## src/rtl/sd_sector_server.sv

```systemverilog
// Responder side of the SD sector protocol: moves one 256-word sector between
// the consumer's sector buffer and a word-wide save-storage memory.
module sd_sector_server #(
    parameter int SECT_BITS  = 9,
    parameter int ACK_DELAY  = 2,
    parameter int BUF_RD_LAT = 1
) (
    input  logic                 clk_sys,
    input  logic                 reset_n,
    input  logic [31:0]          sd_lba,
    input  logic                 sd_rd,
    input  logic                 sd_wr,
    output logic                 sd_ack,
    output logic [7:0]           sd_buff_addr,
    output logic [15:0]          sd_buff_dout,
    output logic                 sd_buff_wr,
    input  logic [15:0]          sd_buff_din,
    output logic [SECT_BITS+7:0] st_addr,
    output logic                 st_req,
    output logic                 st_we,
    output logic [15:0]          st_wdata,
    input  logic [15:0]          st_rdata,
    input  logic                 st_ack
);
    typedef enum logic [2:0] {
        IDLE, DELAY, RD_REQ, RD_PUSH, WR_ADDR, WR_WAIT, WR_REQ, FINISH
    } state_t;

    state_t               state;
    logic                 is_rd;
    logic                 oor;
    logic                 ack_q;
    logic [SECT_BITS-1:0] sect;
    logic [7:0]           cnt;
    logic [3:0]           dly;
    logic [1:0]           lat;
    logic                 done;

    // A held-high st_ack counts once; out-of-range sectors never wait on storage.
    assign done = oor | (st_ack & ~ack_q);

    always_ff @(posedge clk_sys or negedge reset_n) begin
        if (!reset_n) begin
            state        <= IDLE;
            is_rd        <= 1'b0;
            oor          <= 1'b0;
            ack_q        <= 1'b0;
            sect         <= '0;
            cnt          <= '0;
            dly          <= '0;
            lat          <= '0;
            sd_ack       <= 1'b0;
            sd_buff_addr <= '0;
            sd_buff_dout <= '0;
            sd_buff_wr   <= 1'b0;
            st_addr      <= '0;
            st_req       <= 1'b0;
            st_we        <= 1'b0;
            st_wdata     <= '0;
        end else begin
            ack_q      <= st_ack;
            sd_buff_wr <= 1'b0;
            case (state)
                IDLE: if ((sd_rd | sd_wr) && !sd_ack) begin
                    is_rd <= sd_rd;
                    sect  <= sd_lba[SECT_BITS-1:0];
                    oor   <= (sd_lba >> SECT_BITS) != 32'd0;
                    cnt   <= '0;
                    dly   <= 4'(ACK_DELAY - 1);
                    state <= DELAY;
                end
                DELAY: if (dly == 4'd0) begin
                    sd_ack <= 1'b1;
                    if (is_rd) begin
                        st_req  <= ~oor;
                        st_we   <= 1'b0;
                        st_addr <= {sect, cnt};
                        state   <= RD_REQ;
                    end else begin
                        sd_buff_addr <= cnt;
                        state        <= WR_ADDR;
                    end
                end else begin
                    dly <= dly - 4'd1;
                end
                RD_REQ: if (done) begin
                    st_req       <= 1'b0;
                    sd_buff_wr   <= 1'b1;
                    sd_buff_addr <= cnt;
                    sd_buff_dout <= oor ? 16'h0000 : st_rdata;
                    state        <= RD_PUSH;
                end
                RD_PUSH: if (cnt == 8'hFF) begin
                    sd_ack <= 1'b0;
                    state  <= FINISH;
                end else begin
                    cnt     <= cnt + 8'd1;
                    st_req  <= ~oor;
                    st_addr <= {sect, cnt + 8'd1};
                    state   <= RD_REQ;
                end
                WR_ADDR: if (BUF_RD_LAT == 0) begin
                    st_wdata <= sd_buff_din;
                    st_req   <= ~oor;
                    st_we    <= 1'b1;
                    st_addr  <= {sect, cnt};
                    state    <= WR_REQ;
                end else begin
                    lat   <= 2'(BUF_RD_LAT - 1);
                    state <= WR_WAIT;
                end
                WR_WAIT: if (lat == 2'd0) begin
                    st_wdata <= sd_buff_din;
                    st_req   <= ~oor;
                    st_we    <= 1'b1;
                    st_addr  <= {sect, cnt};
                    state    <= WR_REQ;
                end else begin
                    lat <= lat - 2'd1;
                end
                WR_REQ: if (done) begin
                    st_req <= 1'b0;
                    if (cnt == 8'hFF) begin
                        sd_ack <= 1'b0;
                        state  <= FINISH;
                    end else begin
                        cnt          <= cnt + 8'd1;
                        sd_buff_addr <= cnt + 8'd1;
                        state        <= WR_ADDR;
                    end
                end
                FINISH: begin
                    sd_ack <= 1'b0;
                    st_req <= 1'b0;
                    st_we  <= 1'b0;
                    state  <= IDLE;
                end
                default: state <= IDLE;
            endcase
        end
    end
endmodule

```

## config.mk

```make
export PLATFORM = sky130hd
export DESIGN_NAME = sd_sector_server
export DESIGN_NICKNAME = d
export VERILOG_FILES = /design/src/rtl/sd_sector_server.sv
export SDC_FILE = /design/constraint.sdc
export NUM_CORES = 1
export LEC_CHECK = 0
export ABC_AREA = 1
export BUFFER_PORTS_ARGS = -buffer_cell sky130_fd_sc_hd__buf_2
export CAP_MARGIN = 5
export CORE_ASPECT_RATIO = 0.5
export CORE_MARGIN = 2
export CORE_UTILIZATION = 36
export CTS_BUF_LIST = sky130_fd_sc_hd__clkbuf_16
export CTS_CLUSTER_DIAMETER = 120
export DETAILED_ROUTE_END_ITERATION = 8
export PLACE_DENSITY_LB_ADDON = 0.25
export SLEW_MARGIN = 20
export SYNTH_ARGS = -nofsm -noshare
export SYNTH_HDL_FRONTEND = slang
export SYNTH_SLANG_ARGS = --single-unit
export TNS_END_PERCENT = 100
```

## constraint.sdc

```tcl
create_clock -name clk_sys -period 3.95 [get_ports clk_sys]
set_clock_uncertainty 0.05 [all_clocks]
set_input_delay 0.395 -clock clk_sys [delete_from_list [all_inputs] [get_ports clk_sys]]
set_output_delay 0.395 -clock clk_sys [all_outputs]
set_load 0.05 [all_outputs]
```

==> flow_summary.json <==
{
  "layout_min_cycle_time_ns": 2.084,
  "cts-root-buf": "clkbuf_16",
  "async_flop_share": 1.000,
  "syn_inst": 517,
  "hold_viol_final": 0,
  "status": "complete, no violations",
  "multi_input_area_sq_um": 1943,
  "synth_area_sq_um": 4448,
  "p_leak_nw": 2.988,
  "cts_hold_buf": 0,
  "crit_start": "state[0]",
  "fillerInstances": 1195,
  "syn_nets": 590,
  "yosys_warnings": 0,
  "antenna_found_initial": 0,
  "crit_chain": "inv_2 -> nand2_1 -> nor2_1 -> nand2_1 -> inv_1 -> nor2_1 -> a21oi_1",
  "required_ns": 4.11,
  "slew_violations": 0,
  "synthTopCellsByArea": "dfrtp_1 (51%), nand2_1 (16%), o21ai_0 (5.1%)",
  "coreArea_sq_um": 11950,
  "fin_crit_sh": 0.5275,
  "cap_violations": 0,
  "path_clk_slew_ns": 0.07,
  "port_buffers": 129,
  "use_met1": 0.2048,
  "rr_endpoint": "oor",
  "crit_type": "reg -> reg",
  "rsz0062_at_grt": "no",
  "die_x_microns": 161.2,
  "met2_usage": 0.2867,
  "synth_enable_flop_cells": 0,
  "grt_overflow": 0,
  "hp-class": "in -> async",
  "final_nets": 716,
  "numCtsBuffers": 9,
  "reg2regPathDepth": 7,
  "synth_top_flop_cell": "dfrtp_1",
  "grt_max_degree": 68,
  "yosysMostFrequentCell": "nand2_1",
  "layout-drive-gt1-share": 0.3071,
  "cp.arrival_ns": 2.24,
  "finalSetupViolations": 0,
  "synth_cell_types": 35,
  "wl_mm": 10.35,
  "io_pins": 130,
  "postCtsSetupRepairBufs": 0,
  "crit_slowest_cell": "dfrtp_1",
  "worst_pin_slew_ns": 0.8470,
  "tns_ns": 0,
  "regArea_sq_um": 2252,
  "startpoint_type": "flop",
  "fp-row-count": 28,
  "drt_iter0_drc": 232,
  "r2r_start": "state[0]",
  "clkLatencyLatePin_ns": 0.34,
  "cts_htree_levels": 3,
  "crit_end": "oor",
  "cts.sinks": 90,
  "seq_area_frac_synth": 0.5063,
  "vias_per_cell": 4.597,
  "grt_pass1_vias": 3779,
  "synth_top_area_cell": "dfrtp_1",
  "synth_commonest_cells": "nand2_1 (190), dfrtp_1 (90), o21ai_0 (45)",
  "crit_fanout": 14,
  "ctsResizeCount": 0,
  "route.vias.total": 3737,
  "busiest_layer": "met2",
  "post-route-util": 0.4602,
  "cts_tree": "done",
  "synth_seq_cells": 90,
  "end_kind": "flop",
  "route.detailed.drc": 0,
  "r2r_setup_slack_ns": 1.87,
  "dr.pass1.iters": 4,
  "path_buf_inv": 2,
  "path_delay_family": "simple AND/OR/NAND/NOR gates",
  "critical-path-max-stage-delay_ns": 0.69,
  "area.growth.synth_to_final_pct": 23.60,
  "dieHeight_microns": 82.60,
  "slew_headroom": 0.4353,
  "cts_max_path_buffers": 2,
  "fmax_mhz": 479.9,
  "grt_pass1_wl_mm": 17.38,
  "power.density_nw_per_um2": 771.7,
  "antenna_left": 0,
  "grt_usage": 0.1643,
  "ir_drop_v": 0.0005281,
  "initial_core_util": 0.3723,
  "grt_util_met3": 0.04446,
  "die_area_sq_um": 13310,
  "dp_hpwl_mm": 7.580,
  "hold_slack_ns": 0.09539,
  "avgSynthCellArea_sq_um": 8.604,
  "n_antenna_cell": 0,
  "wire_per_inst_microns": 12.73,
  "synth_top_area_share": 0.5063,
  "gp_congestion": 0.8784,
  "cp_num_cells": 7
}
## worst min-delay path by stage
| stage | end | slack, ns |
|---|---|---|
| final | sd_buff_dout[3] | 0.1 |
| after global placement | st_req | 0.40 |
| after global routing | ack_q | 0.15 |
| after CTS | sd_buff_dout[3] | 0.15 |
| after detailed placement | st_addr[8] | 0.41 |
| after floorplan | ack_q | 0.05 |
## registers in the layout, indices dropped and copies added (netlist names)
signal	flops
st_addr	17
sd_buff_dout	16
st_wdata	16
sect	9
cnt	8
sd_buff_addr	8
dly	4
state	3
lat	2
ack_q	1
is_rd	1
oor	1
sd_ack	1
sd_buff_wr	1
st_req	1
st_we	1
## report_power, final
group	internal (W)	total (W)	switching, W	leakage, nW
Clock	0.000438	0.000825	0.000388	0.132
Combinational	0.000522	0.00202	0.00150	1.69
Sequential	0.00121	0.00140	0.000192	1.17
## layer usage
layer	wire length (microns)	share of wire
met5	0	0
met4	84	0.0081
met3	505	0.049
met2	4774	0.46
met1	4986	0.48
## metrics by stage
| stage | worst slack, ns | area [sq um] | instances | total power, W |
|---|---|---|---|---|
| 2_1_floorplan | 2.385 | 4448 | 517 | 0.003024 |
| 3_3_place_gp | 1.930 | 5210 | 797 | 0.003424 |
| 3_5_place_dp | 1.900 | 5210 | 797 | 0.003445 |
| 4_1_cts | 1.881 | 5498 | 813 | 0.004290 |
| 5_1_grt | 1.670 | 5498 | 813 | 0.004541 |
| 6_report | 1.866 | 5498 | 813 | 0.004243 |
## worst register-to-register path: stages (launching register included)
cell and delay (ns):
dfrtp_1 0.69, inv_2 0.08, nand2_1 0.12, nor2_1 0.08
nand2_1 0.40, inv_1 0.32, nor2_1 0.17, a21oi_1 0.05
## logic make-up after synthesis
group / after synthesis / synth area share
flip-flops: 90 / 0.5063
AND/OR/NAND/NOR: 289 / 0.3046
buffers and inverters: 55 / 0.05682
AO/OA/AOI/OAI: 60 / 0.07455
multiplexers: 16 / 0.04051
adder cells (fa/ha/maj): 4 / 0.01125
XOR/XNOR: 3 / 0.005908
## layout by cell type, fill, tap and decap left out, types with 2 or more instances in the layout
cell and n:
a21oi_1 4, buf_2 128, buf_4 2, clkbuf_16 9, clkinv_4 2, clkinvlp_4 3, dfrtp_1 90, ha_1 4
inv_1 31, inv_2 7, inv_8 2, mux2_1 6, mux2_2 10, nand2_1 190, nand2_2 7, nand2_4 6
nand2_8 2, nand3_1 38, nand4_1 3, nor2_1 25, nor2_2 3, nor2_4 6, nor3_1 4, o21ai_0 45
o21ai_1 2, o21ai_2 6, xor2_1 3
## cell type report
type,instances,share of cell area
sequential,90,0.4096
clock buffer,9,0.04096
timing repair buffer,130,0.1193
inverter,40,0.02777
multi-input combinational,372,0.3534
clock inverter,7,0.01138
tap,165,0.03755
Note: power is estimated with default switching activity, not from simulation.
